### src/rtl/stream_demux_pkg.sv
// Shared constants and encodings for the stream demultiplexer and its per-output buffers.
package stream_demux_pkg;

    localparam int unsigned FIFO_DEPTH = 2;
    localparam int unsigned CNT_W      = 8;

    typedef enum logic [1:0] {
        EMPTY = 2'd0,
        ONE   = 2'd1,
        FULL  = 2'd2
    } occ_e;

    typedef enum logic {
        PTR_B = 1'b0,
        PTR_A = 1'b1
    } rr_e;

endpackage

### src/rtl/stream_demux_skid_fifo2.sv
// Two-entry registered buffer with push/pop handshake; entry 0 is always the head.
module skid_fifo2
    import stream_demux_pkg::*;
#(
    parameter int unsigned DW = 8
) (
    input  logic          clk,
    input  logic          rst,
    input  logic          push_i,
    input  logic [DW-1:0] push_data_i,
    input  logic          ready_i,
    output logic          valid_o,
    output logic [DW-1:0] data_o,
    output logic          full_o
);

    occ_e          state_q, state_d;
    logic [DW-1:0] mem_q [FIFO_DEPTH];
    logic [DW-1:0] mem_d [FIFO_DEPTH];
    logic          push;
    logic          pop;

    always_ff @(posedge clk or posedge rst) begin
        if (rst) begin
            state_q <= EMPTY;
            mem_q   <= '{default: '0};
        end else begin
            state_q <= state_d;
            mem_q   <= mem_d;
        end
    end

    // Occupancy transitions; a push into ONE that also pops replaces the head.
    always_comb begin
        state_d = state_q;
        mem_d   = mem_q;
        push    = push_i && (state_q != FULL);
        pop     = (state_q != EMPTY) && ready_i;
        case (state_q)
            EMPTY: begin
                if (push) begin
                    state_d  = ONE;
                    mem_d[0] = push_data_i;
                end
            end
            ONE: begin
                case ({push, pop})
                    2'b11: mem_d[0] = push_data_i;
                    2'b10: begin
                        state_d  = FULL;
                        mem_d[1] = push_data_i;
                    end
                    2'b01: state_d = EMPTY;
                    default: ;
                endcase
            end
            FULL: begin
                if (pop) begin
                    state_d  = ONE;
                    mem_d[0] = mem_q[1];
                end
            end
            default: state_d = EMPTY;
        endcase
    end

    assign valid_o = (state_q != EMPTY);
    assign full_o  = (state_q == FULL);
    assign data_o  = mem_q[0];

endmodule

### src/rtl/stream_demux.sv
// 1:2 stream demultiplexer, directed (sel) or round-robin routing, one 2-entry buffer per output.
// Optional pop counters cnt_a/cnt_b are built when STREAM_DEMUX_CNT_EN is defined.
module stream_demux
    import stream_demux_pkg::*;
#(
    parameter int unsigned DW = 8
) (
    input  logic          clk,
    input  logic          rst,
    input  logic [DW-1:0] in_data,
    input  logic          in_valid,
    output logic          in_ready,
    input  logic          sel,
    input  logic          mode,
    output logic [DW-1:0] out_a_data,
    output logic          out_a_valid,
    input  logic          out_a_ready,
    output logic [DW-1:0] out_b_data,
    output logic          out_b_valid,
    input  logic          out_b_ready,
    output logic          rr_ptr
`ifdef STREAM_DEMUX_CNT_EN
    ,
    output logic [CNT_W-1:0] cnt_a,
    output logic [CNT_W-1:0] cnt_b
`endif
);

    rr_e  rr_q, rr_d;
    logic en_q;
    logic tgt_a;
    logic full_a, full_b;
    logic accept;

    // en_q holds in_ready low until the first edge after reset is released.
    always_ff @(posedge clk or posedge rst) begin
        if (rst) begin
            rr_q <= PTR_A;
            en_q <= 1'b0;
        end else begin
            rr_q <= rr_d;
            en_q <= 1'b1;
        end
    end

    always_comb begin
        rr_d = rr_q;
        case (rr_q)
            PTR_A: if (accept && mode) rr_d = PTR_B;
            PTR_B: if (accept && mode) rr_d = PTR_A;
        endcase
    end

    assign tgt_a    = mode ? (rr_q == PTR_A) : sel;
    assign in_ready = en_q && !(tgt_a ? full_a : full_b);
    assign accept   = in_valid && in_ready;
    assign rr_ptr   = rr_q;

    skid_fifo2 #(.DW(DW)) u_fifo_a (
        .clk         (clk),
        .rst         (rst),
        .push_i      (accept && tgt_a),
        .push_data_i (in_data),
        .ready_i     (out_a_ready),
        .valid_o     (out_a_valid),
        .data_o      (out_a_data),
        .full_o      (full_a)
    );

    skid_fifo2 #(.DW(DW)) u_fifo_b (
        .clk         (clk),
        .rst         (rst),
        .push_i      (accept && !tgt_a),
        .push_data_i (in_data),
        .ready_i     (out_b_ready),
        .valid_o     (out_b_valid),
        .data_o      (out_b_data),
        .full_o      (full_b)
    );

`ifdef STREAM_DEMUX_CNT_EN
    logic [CNT_W-1:0] cnt_a_q, cnt_b_q;

    always_ff @(posedge clk or posedge rst) begin
        if (rst) begin
            cnt_a_q <= '0;
            cnt_b_q <= '0;
        end else begin
            if (out_a_valid && out_a_ready) cnt_a_q <= cnt_a_q + CNT_W'(1);
            if (out_b_valid && out_b_ready) cnt_b_q <= cnt_b_q + CNT_W'(1);
        end
    end

    assign cnt_a = cnt_a_q;
    assign cnt_b = cnt_b_q;
`endif

endmodule

### config.mk
export PLATFORM = sky130hd
export DESIGN_NAME = stream_demux
export DESIGN_NICKNAME = d
export VERILOG_FILES = /design/src/rtl/stream_demux_pkg.sv /design/src/rtl/stream_demux_skid_fifo2.sv /design/src/rtl/stream_demux.sv
export SDC_FILE = /design/constraint.sdc
export NUM_CORES = 1
export LEC_CHECK = 0
export ABC_CLOCK_PERIOD_IN_PS = 2400
export BUFFER_PORTS_ARGS = -buffer_cell sky130_fd_sc_hd__buf_2
export CORE_ASPECT_RATIO = 1.4
export CORE_UTILIZATION = 55
export CTS_CLUSTER_SIZE = 20
export DETAILED_ROUTE_END_ITERATION = 6
export HOLD_SLACK_MARGIN = 0.02
export PLACE_DENSITY = 0.75
export SKIP_LAST_GASP = 1
export SYNTH_ARGS = -nofsm -noshare
export SYNTH_HDL_FRONTEND = slang
export SYNTH_SLANG_ARGS = --single-unit
### constraint.sdc
create_clock -name clk -period 2.4 [get_ports clk]
set_input_delay 0.12 -clock clk [delete_from_list [all_inputs] [get_ports clk]]
set_output_delay 0.12 -clock clk [all_outputs]
set_load 0.02 [all_outputs]
======== Word level (Yosys, flattened, before mapping) ========
Cells that the tools add are included.
operators by class
  $add $sub $neg .......................... 0
  multipliers ............................. 0
  divide/modulo/power cells ............... 0
  order comparisons ....................... 0
  equality and inequality tests ........... 20
  shifts and indexed selects .............. 0
  mux-type cells .......................... 21
  bitwise logic cells ..................... 1
  reductions and logical operators ........ 23
operator list
  kind                  count
  $mux W8               6
  $pmux W8 S3           2
  $eq A2 B2 Y1 const B  6
  $pmux W2 S3           2
  $logic_and A1 B1 Y1   9
  $eq A2 B1 Y1 const B  4
  $mux W2               4
  $ne A2 B1 Y1 const B  4
  $ne A2 B2 Y1 const B  4
  $pmux W2 S2           2
  $reduce_and A4 Y1     2
  $ne A3 B3 Y1 const B  2
  $reduce_and A3 Y1     2
  $reduce_bool A3 Y1    2
  $logic_not A2 Y1      2
  $mux W1               4
  $reduce_and A2 Y1     2
  $reduce_bool A2 Y1    2
  $logic_not A1 Y1      2
  $pmux W1 S2           1
  $not A1 Y1            1
word-level totals
  register bits ........................... 38
  latch bits .............................. 0
  bits in writable memories ............... 0
  bits in read-only memories .............. 0
  input port bits ......................... 15
  output and inout bits ................... 20
  logic and storage cells ................. 73
  memories ................................ 0

======== Logic depth before layout (Yosys ltp) ========
  word-level depth ........................ 10
  gate-level depth with buffers ........... 9
  depth with buffers taken out ............ 8

======== By module ========
Synthesis repeated with hierarchy kept, for this count alone.
unflattened totals
  cell total of the unflattened synthesis .. 142
  area total of the unflattened synthesis .. 1903.1 um^2
modules (own cells, without submodules)
  module        times used  cells an instance  area each (um^2)  sequential area each (um^2)
  skid_fifo2    2           64                 882.1             450.4
  stream_demux  1           14                 138.9             51.3

======== Worst setup path before layout ========
Ideal clock, no wire load.
  path kind ............................... register to register
  start ................................... register u_fifo_a.state_q[1]
  end ..................................... register u_fifo_a.mem_q (netlist bit u_fifo_a.data_o[0])
  setup time .............................. 125 ps
  arrival time ............................ 1955 ps
  path slack .............................. 321 ps
  stages on the path, launching flop included .. 9
  path buffers ............................ 0
  cells stage by stage .................... dfrtp_1 > nor2_1 > inv_1 > nand2_1 > inv_1 > ha_1 > a22o_1 > a21oi_4 > mux2_2
on the way
  elaborated cells on any way between the ends .. 19
RTL lines
  item                                  RTL line                       RTL
  start, declared                       stream_demux_skid_fifo2.sv:17  occ_e state_q, state_d;
  start signal, assigned                stream_demux_skid_fifo2.sv:28  state_q <= state_d;
  $reduce_bool A2 Y1 *                  --
  named net out_a_valid                 stream_demux.sv:16             output logic out_a_valid,
  $logic_and A1 B1 Y1 *                 stream_demux_skid_fifo2.sv:38  pop = (state_q != EMPTY) && ready_i;
  $eq A2 B2 Y1                          stream_demux_skid_fifo2.sv:47  case ({push, pop})
  $ne A2 B2 Y1 (no source line)         --
  $reduce_and A4 Y1 (no source line) *  --
  end signal, assigned                  stream_demux_skid_fifo2.sv:29  mem_q <= mem_d;
  end, declared                         stream_demux_skid_fifo2.sv:18  logic [DW-1:0] mem_q [FIFO_DEPTH];
Mark *: on every way through the listed nets, which the timed path passes. The rest lies on a longest branch.
A chain may end at the register's enable or synchronous reset.

======== Worst setup path in the final report ========
  start ................................... register rr_q, in the netlist rr_ptr
  end ..................................... register u_fifo_a.mem_q (netlist bit u_fifo_a.data_o[5])
on the way
  cells in the longest elaborated chain, start to end .. 10
  elaborated cells on any way between the ends .. 11
RTL lines
  item                                  RTL line                       RTL
  start, declared                       stream_demux.sv:29             rr_e rr_q, rr_d;
  start signal, assigned                stream_demux.sv:41             rr_q <= rr_d;
  $mux W1 *                             stream_demux.sv:54             assign tgt_a = mode ? (rr_q == PTR_A) : sel;
  $mux W1                               stream_demux.sv:55             assign in_ready = en_q && !(tgt_a ? full_a : full_b);
  $logic_not A1 Y1                      stream_demux.sv:55
  $logic_and A1 B1 Y1                   stream_demux.sv:55
  $logic_and A1 B1 Y1                   stream_demux.sv:56             assign accept = in_valid && in_ready;
  $logic_and A1 B1 Y1 *                 stream_demux.sv:62             .push_i (accept && tgt_a),
  $logic_and A1 B1 Y1 *                 stream_demux_skid_fifo2.sv:37  push = push_i && (state_q != FULL);
  $eq A2 B2 Y1                          stream_demux_skid_fifo2.sv:47
  $ne A2 B2 Y1 (no source line)         --
  $reduce_and A4 Y1 (no source line) *  --
Every way passes the cells marked *; elsewhere a longest branch is shown, timed or not.

==> key figures <==
Worst setup path
  • CP Max Fanout: 8
  • Kind of critical path: reg -> reg
  • Critical Path AT: 2.36 ns
  • Worst reg-to-reg path cell count: 8
  • Data required, critical path: about 2.6 ns
  • Startpoint types: flip-flop
  • Critical path endpoint category: flip-flop

Logic synthesis
  • Synth Instances: 172
  • Cell taking the most area after synthesis: dfrtp_1
  • Syn_area_per_cell: 11.6 µm²
  • Synth top area cells: dfrtp_1, mux2_2, nand2_1
  • Mapped Area: 0.00199 mm²
  • EDFF count, synth: 0
  • Netlist cell types: 30
  • Seq/Total Area, Yosys: 0.479
  • Syn nets: 193
  • Share of the synthesized area in the top cell type: 0.466
  • Yosys warns: 0
  • Top_reg_cell synth: dfrtp_1
  • Async SR Flop Fraction: 1.00
  • Seq cells post-synth: 38

Timing
  • Setup ws final: 0.210 ns
  • Rel. slew slack: 0.498
  • RSZ-0062 raised after global routing: no
  • Min Tclk post-route: approximately 2.2 ns
  • Highest Clock Rate: approximately 0.46 GHz
  • Post-route setup TNS: 0 ns
  • Worst Skew: about 0.0018 ns
  • Hold Fails Final Rpt: 0
  • Share of the cycle needed by the critical path after routing: 0.913
  • Worst Tran Pin Value: 0.751 ns
  • Setup violators final: 0
  • Max-slew violations: 0

Clock tree
  • Max H-tree Level: 2
  • CTS root buffer: clkbuf_8
  • CTS tree: yes
  • CTS Buffer Depth: 2
  • Clock Sinks: 38
  • Worst-Skew Late Latency: approximately 0.29 ns
  • Post-CTS Repair Setup Buffers: 0
  • Clock buffer count from CTS: 5
  • Clk pin slew, worst setup/hold paths: around 0.070 ns

Floorplan
  • Effective utilization at floorplan: 0.583
  • Core footprint: 0.00341 mm²
  • Placement row count: 25
  • Die W: 52.8 µm
  • Die area: 0.00386 mm²
  • Die H: roughly 73 µm
  • I/O pins: 35

Detailed routing
  • Wire per inst: 14.9 µm
  • Antenna Violating Nets Remaining: 0
  • Routed wl met3: 134 µm
  • WL met1: 1300 µm
  • Wire length on met2: 2010 µm
  • DRC: 0
  • 1st-iter DRT viols: 21
  • Top sig layer: met4
  • Vias: 1,279
  • First-pass iteration count of the detailed router: 4
  • Drt total wl: 3510 µm
  • Average via count per standard cell: 5.42

Placed design
  • Hpwl dp: 2740 µm
  • Port Buf Inserts: 34
  • Final Wtd Congestion: 0.808
  • DP Worst Slack: 0.240 ns

Global routing
  • Largest net degree at the start of global routing: 21
  • Grt ovf: 0
  • Vias in the first global route: 1,409
  • Initial antenna violation count: 0
  • GRT Util Overall: 0.219
  • First-pass GRT wire length: about 6000 µm

Pwr
  • Total power: 0.00278 W
  • Max VDD drop: 0.758 mV
  • Cell leakage power: 1.09 nW
  • PD cells: 1280 mW/mm²

Final layout
  • Area grow syn2layout: 9.06%
  • ANT cells: 0
  • Nets@finish: about 220
  • Fraction of layout cells with a size suffix above 1: 0.464
  • Layout fillers: 293

Job
  • Maxcap violations: 0

Outcome
  • Status: finished clean

Min path
  • Hold Path Class: in -> reg
  • Worst hold path depth: 2
-- through the flow --
step	hold WS, ns	utilization	area (µm²)	cells
after CTS	0.0632	0.636	2170	236
after detailed placement	0.275	0.610	2080	228
after floorplan	0.228	-	1990	172
after global placement	0.258	0.610	2080	228
final	0.0665	0.636	2170	236
after global routing	0.0780	0.636	2170	236
-- repair_timing --
item	4_1_cts	5_1_grt
endpoints found under the hold margin	17	0
resized for setup	0	0
hold buffers	1	0
-- logic make-up after synthesis --
| group | Yosys count | synth area share |
|---|---|---|
| other | 1 | 0.00189 |
| AOI/OAI and AO/OA | 12 | 0.0522 |
| muxes | 41 | 0.233 |
| and+or+nand+nor | 48 | 0.112 |
| DFF | 38 | 0.479 |
| adders and majority gates | 6 | 0.0378 |
| buffers and inverters | 26 | 0.0837 |
-- synth_stat cells, types with 2 or more instances --
cell	number
nor2_1	3
nor2b_1	2
nand2_1	33
o21ai_0	3
mux2_2	40
inv_1	6
nand2b_1	3
ha_1	6
buf_4	16
a21oi_4	2
clkbuf_1	2
a21oi_1	2
dfrtp_1	37
-- critical path, cell delays in order (launching register included) --
cell     delay (ns)
dfstp_2        0.39
mux2i_2        0.26
nor2_1         0.17
nand2_1        0.13
inv_1          0.07
ha_1           0.18
a22o_1         0.24
a21oi_4        0.26
mux2_2         0.38
-- layer usage --
layer  GRT usage  up-vias
met5           0        -
met4      0.0877        0
met3      0.0563        6
met2       0.392       32
met1       0.239      636
li1            -      605
-- where the power goes --
| part | leakage (nW) | total [W] | internal, W | switching, W |
|---|---|---|---|---|
| logic | 0.585 | 0.00124 | 0.000586 | 0.000655 |
| registers | 0.461 | 0.00114 | 0.000958 | 0.000179 |
| clock network | 0.0438 | 0.000406 | 0.000195 | 0.000211 |
| total | 1.09 | 0.00278 | 0.00174 | 0.00104 |
-- path summary, 6_finish.rpt --
path | from | endpoint | slack (ns)
hold reg to reg | u_fifo_a.data_o[7] | u_fifo_a.data_o[7] | 0.50
max in group asynchronous | rst | u_fifo_a.mem_q[2] | 1.17
min in group asynchronous | rst | u_fifo_b.state_q[1] | 0.50
setup / recovery | rr_ptr | u_fifo_a.data_o[5] | 0.21
setup reg to reg | rr_ptr | u_fifo_a.data_o[5] | 0.21
hold / removal | out_b_ready | u_fifo_b.state_q[1] | 0.07
-- flip-flops by register name, indices dropped and copies added, names as in the netlist --
| register | cells |
|---|---|
| u_fifo_a.state_q | 2 |
| rr_ptr | 1 |
| u_fifo_b.state_q | 2 |
| en_q | 1 |
| u_fifo_a.mem_q | 8 |
| u_fifo_a.data_o | 8 |
| u_fifo_b.mem_q | 8 |
| u_fifo_b.data_o | 8 |
-- area by class of cell --
cell class,instances,area [µm²],share of cell area
clock buffer,5,68.8,0.0317
clock inverter,2,10.0,0.00462
inverter,6,22.5,0.0104
multi-input combinational,108,870,0.401
sequential,38,952,0.439
tap,40,50.0,0.0231
timing repair buffer,37,195,0.0900
-- cell usage in the layout, fill, tap and decap left out, drive strengths merged --
cell type    netlist  final
mux2              40     40
dfrtp             37     37
buf               17     36
nand2             33     33
inv                6      6
ha                 6      6
clkbuf             3      5
nand2b             4      4
a21oi              4      4
nor2               3      3
o21ai              3      3
nor2b              2      2
clkinv             0      2
mux2i              1      1
a21o               1      1
a41oi              1      1
nand3b             1      1
a22oi              1      1
nand4              1      1
or2                1      1
and2               1      1
and3               1      1
a31oi              1      1
a22o               1      1
or4b               1      1
conb               1      1
dlygate4sd3        0      1
dfstp              1      1
(Power assumes the default switching activity.)
